--- config.mk ---
export PLATFORM = sky130hd
export DESIGN_NAME = alu_batch_sequencer
export DESIGN_NICKNAME = d
export VERILOG_FILES = /design/src/rtl/alu_seq_pkg.sv /design/src/rtl/alu_batch_sequencer_addr_gen.sv /design/src/rtl/alu_batch_sequencer.sv
export SDC_FILE = /design/constraint.sdc
export NUM_CORES = 1
export LEC_CHECK = 0
export ABC_AREA = 1
export BUFFER_PORTS_ARGS = -buffer_cell sky130_fd_sc_hd__buf_2
export CAP_MARGIN = 10
export CELL_PAD_IN_SITES_DETAIL_PLACEMENT = 1
export CELL_PAD_IN_SITES_GLOBAL_PLACEMENT = 2
export CORE_MARGIN = 4
export CORE_UTILIZATION = 29
export DETAILED_ROUTE_END_ITERATION = 16
export PLACE_DENSITY_LB_ADDON = 0.1
export SYNTH_ARGS = -nofsm -noshare
export SYNTH_HDL_FRONTEND = slang
export SYNTH_SLANG_ARGS = --single-unit
--- constraint.sdc ---
create_clock -name clk -period 3.8 [get_ports clk]
set_input_delay 0.19 -clock clk [delete_from_list [all_inputs] [get_ports clk]]
set_output_delay 0.19 -clock clk [all_outputs]
set_load 0.01 [all_outputs]
--- src/rtl/alu_seq_pkg.sv ---
// Shared types and constants for the ALU batch sequencer.
// The sentinel constant is only used when ALU_SEQ_SENTINEL_EN is defined.
package alu_seq_pkg;

    typedef enum logic [3:0] {
        IDLE,
        RD_A,
        CAP_A,
        RD_B,
        CAP_B,
        RD_OP,
        CAP_OP,
        EXEC,
        WR,
        DONE
    } state_e;

    typedef enum logic [1:0] {
        SEL_A,
        SEL_B,
        SEL_OP
    } fetch_sel_e;

    localparam int DEF_OPND_BASE = 0;
    localparam int DEF_OP_BASE   = 100;
    localparam int DEF_RES_BASE  = 200;

    // Sign-extended to the operand width at the point of use
    localparam int SENTINEL_VAL  = -1;

endpackage

--- src/rtl/alu_batch_sequencer_addr_gen.sv ---
// Combinational RAM address generator: operand/opcode fetch address and result address.
// All address arithmetic wraps modulo 2^AW.
module seq_addr_gen
    import alu_seq_pkg::*;
#(
    parameter int AW        = 8,
    parameter int CW        = 8,
    parameter int OPND_BASE = DEF_OPND_BASE,
    parameter int OP_BASE   = DEF_OP_BASE,
    parameter int RES_BASE  = DEF_RES_BASE
) (
    input  logic [CW-1:0] index,
    input  fetch_sel_e    sel,
    output logic [AW-1:0] fetch_addr,
    output logic [AW-1:0] res_addr
);

    logic [AW-1:0] idx;
    logic [AW-1:0] a_addr;
    logic [AW-1:0] b_addr;
    logic [AW-1:0] op_addr;

    assign idx      = AW'(index);
    assign a_addr   = AW'(OPND_BASE) + (idx << 1);
    assign b_addr   = a_addr + AW'(1);
    assign op_addr  = AW'(OP_BASE) + idx;
    assign res_addr = AW'(RES_BASE) + idx;

    always_comb begin
        fetch_addr = a_addr;
        case (sel)
            SEL_B:   fetch_addr = b_addr;
            SEL_OP:  fetch_addr = op_addr;
            default: fetch_addr = a_addr;
        endcase
    end

endmodule

--- src/rtl/alu_batch_sequencer.sv ---
// Batch RAM->ALU->RAM sequencer with start/busy/done handshake and result counter.
// Optional all-ones operand-A stop enabled by defining ALU_SEQ_SENTINEL_EN.
module alu_batch_sequencer
    import alu_seq_pkg::*;
#(
    parameter int DW        = 32,
    parameter int AW        = 8,
    parameter int OPW       = 5,
    parameter int CW        = 8,
    parameter int OPND_BASE = DEF_OPND_BASE,
    parameter int OP_BASE   = DEF_OP_BASE,
    parameter int RES_BASE  = DEF_RES_BASE
) (
    input  logic           clk,
    input  logic           rst_n,
    input  logic           start,
    input  logic [CW-1:0]  op_count,
    output logic           busy,
    output logic           done,
    output logic [CW-1:0]  result_cnt,
    output logic [AW-1:0]  rd_addr,
    input  logic [DW-1:0]  rd_data,
    output logic           we,
    output logic [AW-1:0]  wr_addr,
    output logic [DW-1:0]  wr_data,
    output logic [DW-1:0]  alu_a,
    output logic [DW-1:0]  alu_b,
    output logic [OPW-1:0] alu_op,
    input  logic [DW-1:0]  alu_out
);

    state_e        state, state_nxt;
    logic [CW-1:0] index, index_inc, count_lat, gen_index;
    fetch_sel_e    gen_sel;
    logic [AW-1:0] fetch_addr, res_addr;

    assign index_inc = index + CW'(1);

    // Addresses are prepared one state early so rd_addr is valid on entry to RD_x
    always_comb begin
        gen_index = index;
        gen_sel   = SEL_A;
        case (state)
            IDLE:    gen_index = '0;
            WR:      gen_index = index_inc;
            CAP_A:   gen_sel   = SEL_B;
            CAP_B:   gen_sel   = SEL_OP;
            default: gen_sel   = SEL_A;
        endcase
    end

    seq_addr_gen #(
        .AW        (AW),
        .CW        (CW),
        .OPND_BASE (OPND_BASE),
        .OP_BASE   (OP_BASE),
        .RES_BASE  (RES_BASE)
    ) u_addr_gen (
        .index      (gen_index),
        .sel        (gen_sel),
        .fetch_addr (fetch_addr),
        .res_addr   (res_addr)
    );

    always_ff @(posedge clk) begin
        if (!rst_n) state <= IDLE;
        else        state <= state_nxt;
    end

    always_comb begin
        state_nxt = state;
        case (state)
            IDLE:    if (start) state_nxt = (op_count == '0) ? DONE : RD_A;
            RD_A:    state_nxt = CAP_A;
`ifdef ALU_SEQ_SENTINEL_EN
            CAP_A:   state_nxt = (rd_data == DW'(SENTINEL_VAL)) ? DONE : RD_B;
`else
            CAP_A:   state_nxt = RD_B;
`endif
            RD_B:    state_nxt = CAP_B;
            CAP_B:   state_nxt = RD_OP;
            RD_OP:   state_nxt = CAP_OP;
            CAP_OP:  state_nxt = EXEC;
            EXEC:    state_nxt = WR;
            WR:      state_nxt = (index_inc == count_lat) ? DONE : RD_A;
            DONE:    state_nxt = IDLE;
            default: state_nxt = IDLE;
        endcase
    end

    always_ff @(posedge clk) begin
        if (!rst_n) begin
            index      <= '0;
            count_lat  <= '0;
            result_cnt <= '0;
            rd_addr    <= '0;
            we         <= 1'b0;
            wr_addr    <= '0;
            wr_data    <= '0;
            alu_a      <= '0;
            alu_b      <= '0;
            alu_op     <= '0;
        end else begin
            we <= (state == EXEC);
            case (state)
                IDLE: if (start) begin
                    count_lat  <= op_count;
                    index      <= '0;
                    result_cnt <= '0;
                    rd_addr    <= fetch_addr;
                end
                CAP_A: begin
                    alu_a   <= rd_data;
                    rd_addr <= fetch_addr;
                end
                CAP_B: begin
                    alu_b   <= rd_data;
                    rd_addr <= fetch_addr;
                end
                CAP_OP:  alu_op <= rd_data[OPW-1:0];
                EXEC: begin
                    wr_data <= alu_out;
                    wr_addr <= res_addr;
                end
                WR: begin
                    result_cnt <= result_cnt + CW'(1);
                    index      <= index_inc;
                    rd_addr    <= fetch_addr;
                end
                default: ;
            endcase
        end
    end

    assign busy = (state != IDLE) && (state != DONE);
    assign done = (state == DONE);

endmodule
==> results of run 1 <==
-- timing repair --
action / 4_1_cts / 5_1_grt
hold buffers: 41 / 0
endpoints found under the setup margin: 0 / 0
buffers inserted: 0 / 0
hold endpoints to repair: 43 / 0
-- worst paths after layout --
path	start	endpoint	slack, ns
max	state[3]	rd_addr[4]	1.17
min	rd_data[10]	alu_a[10]	0.01
max reg2reg	state[3]	rd_addr[4]	1.17
min reg2reg	result_cnt[7]	result_cnt[7]	0.46
-- report_power, final --
| group | switching [W] | internal [W] |
|---|---|---|
| clock network | 0.000674 | 0.00125 |
| registers | 0.0000480 | 0.00163 |
| logic | 0.000322 | 0.000188 |
| total | 0.00104 | 0.00306 |
-- critical path, delay by kind of cell (launching register included) --
| family | cells | cell delay (ns) |
|---|---|---|
| buf+inv | 4 | 1.24 |
| compound gates | 2 | 0.23 |
| simple gates | 3 | 0.67 |
| flops | 1 | 0.42 |
-- per-layer routing --
layer  up-vias  routed length [um]  share of wire  GRT usage
li1       2971                   -              -          -
met1      2772                8540           0.43      0.211
met2       125                9640           0.48      0.307
met3        31                1480          0.074     0.0790
met4         6                 325          0.016     0.0508
met5         -                  40         0.0020          0
-- logic make-up (layout without fill, tap and decap cells) --
family          after synthesis  count (layout)  synth area share
compound gates              182             182             0.163
xor+xnor                      7               7            0.0105
fa+ha+maj                     7               7            0.0151
buf+inv                      82             323            0.0570
flops                       146             146             0.503
simple gates                355             355             0.252
-- layout make-up --
class / instances / area (sq um) / area share
clock buffer: 18 / 439 / 0.0540
clock inverter: 13 / 233 / 0.0286
inverter: 43 / 161 / 0.0199
multi-input combinational: 551 / 2560 / 0.315
sequential: 146 / 2920 / 0.360
tap: 265 / 332 / 0.0408
timing repair buffer: 249 / 1480 / 0.182
-- registers in the layout, summed over array words and instances (netlist names) --
signal and count:
alu_a 32, alu_b 32, alu_op 5, count_lat 8
index 8, rd_addr 8, result_cnt 8, state 4
we 1, wr_addr 8, wr_data 32
-- placed cells by master, fill, tap and decap left out, types with 2 or more instances in the layout --
cell and n:
nand4_1 2, clkinv_2 2, clkbuf_16 17, a211oi_1 4, buf_2 202, clkinv_4 3, nor4_1 2, nand3_2 2
nand3_1 17, nor2_1 239, nor3_1 2, a21oi_1 37, o21ai_0 124, nor2_4 2, nand2_2 9, and2_1 2
dfxtp_1 146, inv_2 6, nor2_2 6, nand2_1 69, inv_1 36, xor2_1 6, dlygate4sd3_1 41, a31oi_1 3
bufinv_16 6, o21bai_1 3, ha_1 7, buf_4 5, o21ai_1 6
-- metrics by stage --
stage | worst slack, ns | utilization | cell area, sq um
floorplan | 1.90 | - | 5820
global placement | 1.20 | 0.360 | 7050
detailed placement | 1.15 | 0.360 | 7050
CTS | 1.12 | 0.415 | 8130
global route | 0.825 | 0.415 | 8130
finish | 1.17 | 0.415 | 8130
==> results.json, run 1 <==
{
  "avgSynthCellArea_sq_um": 7.47,
  "globalRouteTotalUtil": 0.182,
  "overflow": 0,
  "start_util": 0.297,
  "finalSetupTns_ns": 0,
  "cp-start-kind": "flop",
  "end_kind": "flop",
  "cts-root-buf": "clkbuf_16",
  "syn_to_final_growth_pct": 39.8,
  "ctsResizeCount": 0,
  "worst_ep_arrival_time_ns": 2.97,
  "status": "finished clean",
  "synth_common_cells": "nor2_1 (239), dfxtp_1 (146), o21ai_0 (124)",
  "crit_type": "reg2reg",
  "io_buffer_count": 202,
  "finClkSkew_ns": 0.0103,
  "worst_slew_margin_rel": 0.554,
  "synth_seq_cells": 146,
  "holdPathStages": 3,
  "clockBufferDepth": 2,
  "drv_slew": 0,
  "grt_pass1_vias": 6273,
  "drtIter0Drc": 236,
  "fp.dieH_um": 150,
  "routed_wl_um": 20000,
  "syn_nets": 861,
  "ir_drop_uv": 295,
  "ant_nets": 0,
  "drive_gt1_frac": 0.263,
  "syn-cell-area_sq_mm": 0.00582,
  "worstPathCellList": "nor2_1 > inv_1 > nor2_2 > buf_4 > inv_2 > nand4_1 > inv_1 > a21oi_1 > a21oi_1",
  "wl_per_cell_um": 15.6,
  "cts_buffers": 17,
  "clkSinkCount": 146,
  "cts_tree": "built",
  "dp_hpwl_um": 13500,
  "yosys.area.top_type_share": 0.503,
  "num_antenna_cells": 0,
  "avgViaCountPerCell": 4.60,
  "drcViolationCount": 0,
  "timing.final.crit_period_ns": 2.63,
  "hold_class": "in2reg",
  "synth_top_flop_cell": "dfxtp_1",
  "die_area_sq_mm": 0.0224,
  "holdWs_ns": 0.0124,
  "core_area_sq_mm": 0.0196,
  "synth_most_common_cell": "nor2_1",
  "rsz0062_at_grt": "false",
  "nNetsFinal": 1090,
  "dpl.cell_count": 1213,
  "async_reset_ff_frac": 0,
  "power.static_leakage_nw": 4.02,
  "min_period_over_period": 0.691,
  "route.vias.total": 5905,
  "grt_max_degree": 94,
  "ys_warn_count": 0,
  "cpPeakStageDelay_ns": 0.53,
  "std_cell_rows": 51,
  "power_w": 0.00411,
  "synth_top_area_cell": "dfxtp_1",
  "ios": 203,
  "drtPass1Iterations": 4,
  "die_w_um": 150,
  "drv_cap": 0,
  "power.density_mw_per_mm2": 505,
  "ctsHtreeMaxLevel": 4,
  "synth_enable_flop_cells": 0,
  "antenna_found_initial": 3,
  "final_cells": 1285,
  "ys_seq_area_frac": 0.503,
  "clk_latency_ns": 0.42,
  "crit_fanout": 35,
  "grt_pass1_wl_um": 32400,
  "cpMaxStageDelayCell": "inv_2",
  "tightest_slew_ns": 0.668,
  "nFillCells": 2489,
  "setup-violations-final": 0,
  "synthTopCellsByArea": "dfxtp_1 (50%), nor2_1 (15%), o21ai_0 (11%)",
  "max_freq_mhz": 381,
  "syn_inst": 779,
  "clk_pin_slew_ns": 0.07,
  "r2r_cells": 9,
  "gp_congestion": 0.731,
  "hold_viol_final": 0,
  "crit_required_ns": 4.14,
  "synth_cell_types": 36
}
(Power assumes the default switching activity.)
==> inputs of run 2 (changes only) <==
- ABC_AREA: 1 -> 0
- CORE_UTILIZATION: 29 -> 25
- clock period: 3.8 -> 2.3 ns (I/O delays scaled with it)
==> run 2 against run 1 <==
  * Flip-flop and latch count did not move
  * Sequential power grew 74%
  * Clock skew is 0.0070 ns higher
  * Die area up 20%
  * Critical path type unchanged
  * Highest routed layer is now met4
==> results.json, run 2 <==
{
  "drive_gt1_frac": 0.300,
  "syn_to_final_growth_pct": 50.4,
  "crit_required_ns": 2.64,
  "start_util": 0.256,
  "clk_latency_ns": 0.43,
  "rsz0062_at_grt": "true",
  "synth_cell_types": 51,
  "io_buffer_count": 202,
  "max_freq_mhz": 438,
  "grt_pass1_vias": 6630,
  "syn_inst": 750,
  "ant_nets": 0,
  "worst_slew_margin_rel": 0.559,
  "timing.final.crit_period_ns": 2.28,
  "timing.final.ws_setup_ns": 0.0191,
  "power.density_mw_per_mm2": 827,
  "core_area_sq_mm": 0.0236,
  "drtPass1Iterations": 4,
  "avgSynthCellArea_sq_um": 8.07,
  "synth_common_cells": "nand2_1 (216), dfxtp_1 (146), a21oi_1 (89)",
  "grt_pass1_wl_um": 35200,
  "overflow": 0,
  "min_period_over_period": 0.992,
  "ctsHtreeMaxLevel": 4,
  "synthAdderAreaFrac": 0.0145,
  "cp-start-kind": "flop",
  "synthTopCellsByArea": "dfxtp_1 (48%), nand2_1 (13%), a21oi_1 (7.4%)",
  "worst_ep_arrival_time_ns": 2.62,
  "layout_common_cells": "nand2_1 (213), buf_2 (202), dfxtp_1 (142)",
  "synth_top_family_by_area": "simple AND/OR/NAND/NOR gates",
  "regArea_sq_mm": 0.00293,
  "synth_enable_flop_cells": 0,
  "finalSetupTns_ns": 0,
  "antenna_found_initial": 0,
  "layout_commonest_cell": "nand2_1",
  "setup-violations-final": 0,
  "gp_congestion": 0.825,
  "crit_fanout": 7,
  "async_reset_ff_frac": 0,
  "tightest_slew_ns": 0.659,
  "num_antenna_cells": 0,
  "die_area_sq_mm": 0.0268,
  "synth_top_flop_cell": "dfxtp_1",
  "globalRouteTotalUtil": 0.165,
  "nFillCells": 2866,
  "std_cell_rows": 56,
  "ys_warn_count": 0,
  "avgViaCountPerCell": 4.62,
  "clockBufferDepth": 2,
  "synthSimpleGateAreaFrac": 0.235,
  "synth.mux.area_fraction": 0.0232,
  "clkSinkCount": 146,
  "hold_class": "in2reg",
  "cts_tree": "built",
  "die_w_um": 164,
  "nNetsFinal": 1119,
  "hold_viol_final": 0,
  "status": "finished clean",
  "drtIter0Drc": 266,
  "ir_drop_uv": 454,
  "fp.dieH_um": 164,
  "route.vias.total": 6326,
  "ys_seq_area_frac": 0.483,
  "drcViolationCount": 0,
  "end_kind": "flop",
  "synth_most_common_cell": "nand2_1",
  "top_regs": "alu_a x32, alu_b x32, wr_data x32",
  "finClkSkew_ns": 0.0173,
  "place_ws_ns": -0.0484,
  "syn-cell-area_sq_mm": 0.00605,
  "cts_buffers": 17,
  "power.static_leakage_nw": 3.88,
  "synth_seq_cells": 146,
  "dp_hpwl_um": 15700,
  "synth_compound_area_frac": 0.180,
  "syn_nets": 832,
  "drv_slew": 0,
  "synth-xor-area-share": 0.0261,
  "ios": 203,
  "yosys.area.top_type_share": 0.483,
  "clk_pin_slew_ns": 0.06,
  "multi_input_area_sq_mm": 0.00306,
  "synth_top_area_cell": "dfxtp_1",
  "drv_cap": 0,
  "crit_type": "reg2reg",
  "wl_per_cell_um": 16.5,
  "cts-root-buf": "clkbuf_16",
  "routed_wl_um": 22600,
  "grt_max_degree": 97
}
run 2: changes by cell type in the layout (fill, tap and decap cells not counted), sizes merged, moves of 33 or more:
cell   previous run  this run
o21ai           131        18
inv              43        10
nand2            79       216
buf             208       247
nor2            248        37
a21oi            38        89
run 2: layout make-up:
cell class | instances | share of cell area
Inverter | 6 | 0.00261
Sequential cell | 146 | 0.322
Tap cell | 319 | 0.0439
Timing Repair Buffer | 320 | 0.229
Clock inverter | 13 | 0.0160
Multi-Input combinational cell | 546 | 0.336
Clock buffer | 19 | 0.0498
run 2: worst paths after layout:
| path | from | to | slack [ns] | depth (start not counted) |
|---|---|---|---|---|
| worst max-delay path | state[1] | rd_addr[7] | 0.02 | 8 |
| worst min-delay path | start | state[0] | 0.10 | 3 |
| worst min register to register | wr_data[17] | wr_data[17] | 0.45 | 2 |
| worst max register to register | state[1] | rd_addr[7] | 0.02 | 8 |
run 2: cells by family after synthesis:
family	Yosys count
AO/OA/AOI/OAI	177
buffers and inverters	59
flip-flops	146
AND/OR/NAND/NOR	329
XOR/XNOR	18
multiplexers	14
adder cells (fa/ha/maj)	7
run 2: what timing repair did:
| action | 4_1_cts | 5_1_grt |
|---|---|---|
| gates cloned | 0 | 1 |
| buffers inserted | 0 | 2 |
| hold buffers | 72 | 0 |
| endpoints found under the setup margin | 2 | 9 |
| resized for setup | 3 | 8 |
| pin swaps | 2 | 5 |
| hold endpoints to repair | 109 | 0 |
run 2: through the flow:
| step | power [W] | util | hold slack, ns | cell area [sq um] | cells |
|---|---|---|---|---|---|
| floorplan | 0.00394 | - | 0.240 | 6210 | 750 |
| detailed placement | 0.00466 | 0.326 | 0.370 | 7700 | 1262 |
| CTS | 0.00763 | 0.382 | 0.0804 | 9030 | 1366 |
| finish | 0.00753 | 0.385 | 0.104 | 9100 | 1369 |
| global placement | 0.00461 | 0.326 | 0.357 | 7700 | 1262 |
| global route | 0.00798 | 0.385 | 0.138 | 9100 | 1369 |
run 2: worst max-delay path, stage by stage (launching register included):
cell	delay, ns
dfxtp_4	0.36
or3_4	0.44
a211o_4	0.37
ha_4	0.17
nand2_2	0.07
o22a_1	0.16
o31ai_2	0.10
or3_1	0.39
o221ai_2	0.13
run 2: layer usage:
layer  up-vias  part of all wire  GRT usage
met5         -                 0          0
met4         0             0.010     0.0416
met3        19             0.040     0.0315
met2       134              0.51      0.299
met1      3056              0.44      0.202
li1       3117                 -          -
run 2: power by group:
group          internal [W]  switching [W]  total, W  leakage (nW)
combinational      0.000764        0.00106   0.00183          2.41
clock               0.00159        0.00121   0.00280         0.287
sequential          0.00276       0.000146   0.00290          1.18
total               0.00511        0.00242   0.00753          3.88
==> inputs of run 3 (changes only) <==
- SYNTH_HIERARCHICAL: not set -> 1
==> run 3 against run 2 <==
  * Utilization down 1.2 points
  * Hold slack better by 0.072 ns
  * Worst setup slack better by 0.15 ns
  * Flip-flop and latch count unchanged
  * Area after synthesis down 1.2%
  * Largest cell class is now flip-flops and latches
  * Highest routed layer unchanged
==> results.json, run 3 <==
{
  "setup-violations-final": 0,
  "reg2reg_from": "index[3]",
  "overflow": 0,
  "ir_drop_uv": 413,
  "drv_cap": 0,
  "syn-cell-area_sq_mm": 0.00597,
  "ys_seq_area_frac": 0.489,
  "grt_max_degree": 62,
  "rr_endpoint": "rd_addr[7]",
  "layout_commonest_cell": "nand2_1",
  "die_area_sq_mm": 0.0264,
  "grt_pass1_vias": 6356,
  "nFillCells": 2820,
  "gp_congestion": 0.766,
  "final_cell_area_sq_mm": 0.00877,
  "route.vias.total": 6084,
  "syn_to_final_growth_pct": 46.8,
  "power.static_leakage_nw": 3.79,
  "syn_nets": 832,
  "ys_warn_count": 6,
  "avgViaCountPerCell": 4.48,
  "cp-start-kind": "flop",
  "async_reset_ff_frac": 0,
  "drv_slew": 0,
  "synth_common_cells": "nand2_1 (232), dfxtp_1 (146), a21oi_1 (116)",
  "ant_nets": 0,
  "layout_common_cells": "nand2_1 (232), buf_2 (202), dfxtp_1 (144)",
  "crit_fanout": 7,
  "end_kind": "flop",
  "wl_per_cell_um": 15.3,
  "antenna_found_initial": 0,
  "ios": 203,
  "routed_wl_um": 20800,
  "r2r_cells": 9,
  "drtPass1Iterations": 4,
  "power_w": 0.00626,
  "yosys.area.top_type_share": 0.489,
  "finClkSkew_ns": 0.0163,
  "drtIter0Drc": 214,
  "rsz0062_at_grt": "false",
  "nNetsFinal": 1106,
  "worst_slew_margin_rel": 0.384,
  "drcViolationCount": 0,
  "drive_gt1_frac": 0.279,
  "min_period_over_period": 0.926,
  "avgSynthCellArea_sq_um": 7.96,
  "grt_pass1_wl_um": 33300,
  "postPlaceCellArea_sq_mm": 0.00743,
  "crit_type": "reg2reg",
  "hold_class": "in2reg",
  "r2r_slack_ns": 0.17,
  "finalSetupTns_ns": 0,
  "std_cell_rows": 56,
  "worst_ep_arrival_time_ns": 2.48,
  "cts_buffers": 17,
  "globalRouteTotalUtil": 0.156,
  "cts_tree": "built",
  "synth_seq_cells": 146,
  "clk_pin_slew_ns": 0.07,
  "timing.final.crit_period_ns": 2.13,
  "start_util": 0.255,
  "max_freq_mhz": 469,
  "synth_top_flop_cell": "dfxtp_1",
  "synth_enable_flop_cells": 0,
  "ctsHtreeMaxLevel": 4,
  "status": "finished clean",
  "dp_hpwl_um": 14700,
  "synthTopCellsByArea": "dfxtp_1 (49%), nand2_1 (15%), a21oi_1 (9.7%)",
  "top_regs": "alu_a x32, alu_b x32, wr_data x32",
  "tightest_slew_ns": 0.924,
  "core_area_sq_mm": 0.0235,
  "clockBufferDepth": 2,
  "min-delay-start": "start",
  "clkSinkCount": 146,
  "hold_viol_final": 0,
  "holdPathStages": 5,
  "power.density_mw_per_mm2": 713,
  "hold-path-endpoint": "state[3]",
  "synth_most_common_cell": "nand2_1",
  "synth_top_area_cell": "dfxtp_1",
  "crit_required_ns": 2.65,
  "syn_inst": 751,
  "io_buffer_count": 202,
  "fp.dieH_um": 163,
  "clk_latency_ns": 0.43,
  "cts-root-buf": "clkbuf_16",
  "die_w_um": 163,
  "synth_cell_types": 50,
  "num_antenna_cells": 0
}
-- run 3: cell types whose count changed in the layout (fill, tap and decap cells not counted), sizes merged, moves of 7 or more --
cell	previous run	this run
a21oi	89	117
buf	247	240
nand3	21	9
a21boi	31	0
nand2	216	232
nor2	37	49
mux2i	14	21
-- run 3: worst max-delay path by stage --
stage | depth (start not counted) | endpoint | slack (ns) | startpoint
finish | 9 | rd_addr[7] | 0.17 | index[3]
detailed placement | 10 | rd_addr[6] | 0.11 | state[0]
CTS | 10 | rd_addr[6] | 0.11 | state[0]
global placement | 9 | rd_addr[5] | 0.19 | state[0]
floorplan | 13 | rd_addr[7] | 0.002 | state[3]
global route | 10 | rd_addr[7] | 0.004 | index[3]
-- run 3: through the flow --
stage                util  worst slack, ns  std cells  hold WS [ns]
floorplan               -          0.00249        751         0.232
global placement    0.317            0.192       1251         0.354
detailed placement  0.317            0.114       1251         0.363
CTS                 0.373            0.111       1356         0.163
global route        0.374          0.00375       1357         0.201
finish              0.374            0.170       1357         0.176
-- run 3: repair_timing --
action	in CTS	in global routing
endpoints found under the hold margin	111	0
hold buffers	73	0
endpoints found under the setup margin	0	7
gates resized for setup	0	6
buffers inserted	0	1
-- run 3: cells by family (layout without fill, tap and decap cells) --
group / count (synthesis) / after routing / synth area share
buffers and inverters: 64 / 351 / 0.0486
muxes: 23 / 23 / 0.0390
adders and majority gates: 6 / 6 / 0.0126
xor gates and xnor gates: 17 / 17 / 0.0249
AOI/OAI and AO/OA: 161 / 161 / 0.151
DFF: 146 / 146 / 0.489
and+or+nand+nor: 334 / 334 / 0.234
-- run 3: metal layers --
layer  up-vias  share of wire  track usage
met5         -              0            0
met4         0          0.013       0.0435
met3        18          0.049       0.0357
met2       133           0.48        0.262
met1      2890           0.46        0.202
li1       3043              -            -
-- run 3: final cells by class --
| cell class | count | area, sq um | area share |
|---|---|---|---|
| multi-input cells | 541 | 2790 | 0.318 |
| flip-flops and latches | 146 | 2930 | 0.333 |
| repair buffers | 313 | 2050 | 0.234 |
| clock inverters | 14 | 145 | 0.0165 |
| well taps | 319 | 399 | 0.0455 |
| clock buffers | 18 | 439 | 0.0501 |
| inverters | 6 | 25.0 | 0.00285 |
-- run 3: worst max-delay path, cell delays in order (launching register included) --
cell and delay (ns):
dfxtp_1 0.48, and4_1 0.26, nand4_1 0.15, and2_1 0.22
o21ai_0 0.15, o31ai_1 0.15, buf_4 0.18, o311ai_1 0.28
mux2i_1 0.11, nor2_1 0.08
-- run 3: where the power goes --
| part | internal, W | switching, W |
|---|---|---|
| Sequential | 0.00262 | 0.0000490 |
| Clock | 0.00155 | 0.00121 |
| Combinational | 0.000364 | 0.000462 |
| Total | 0.00454 | 0.00172 |
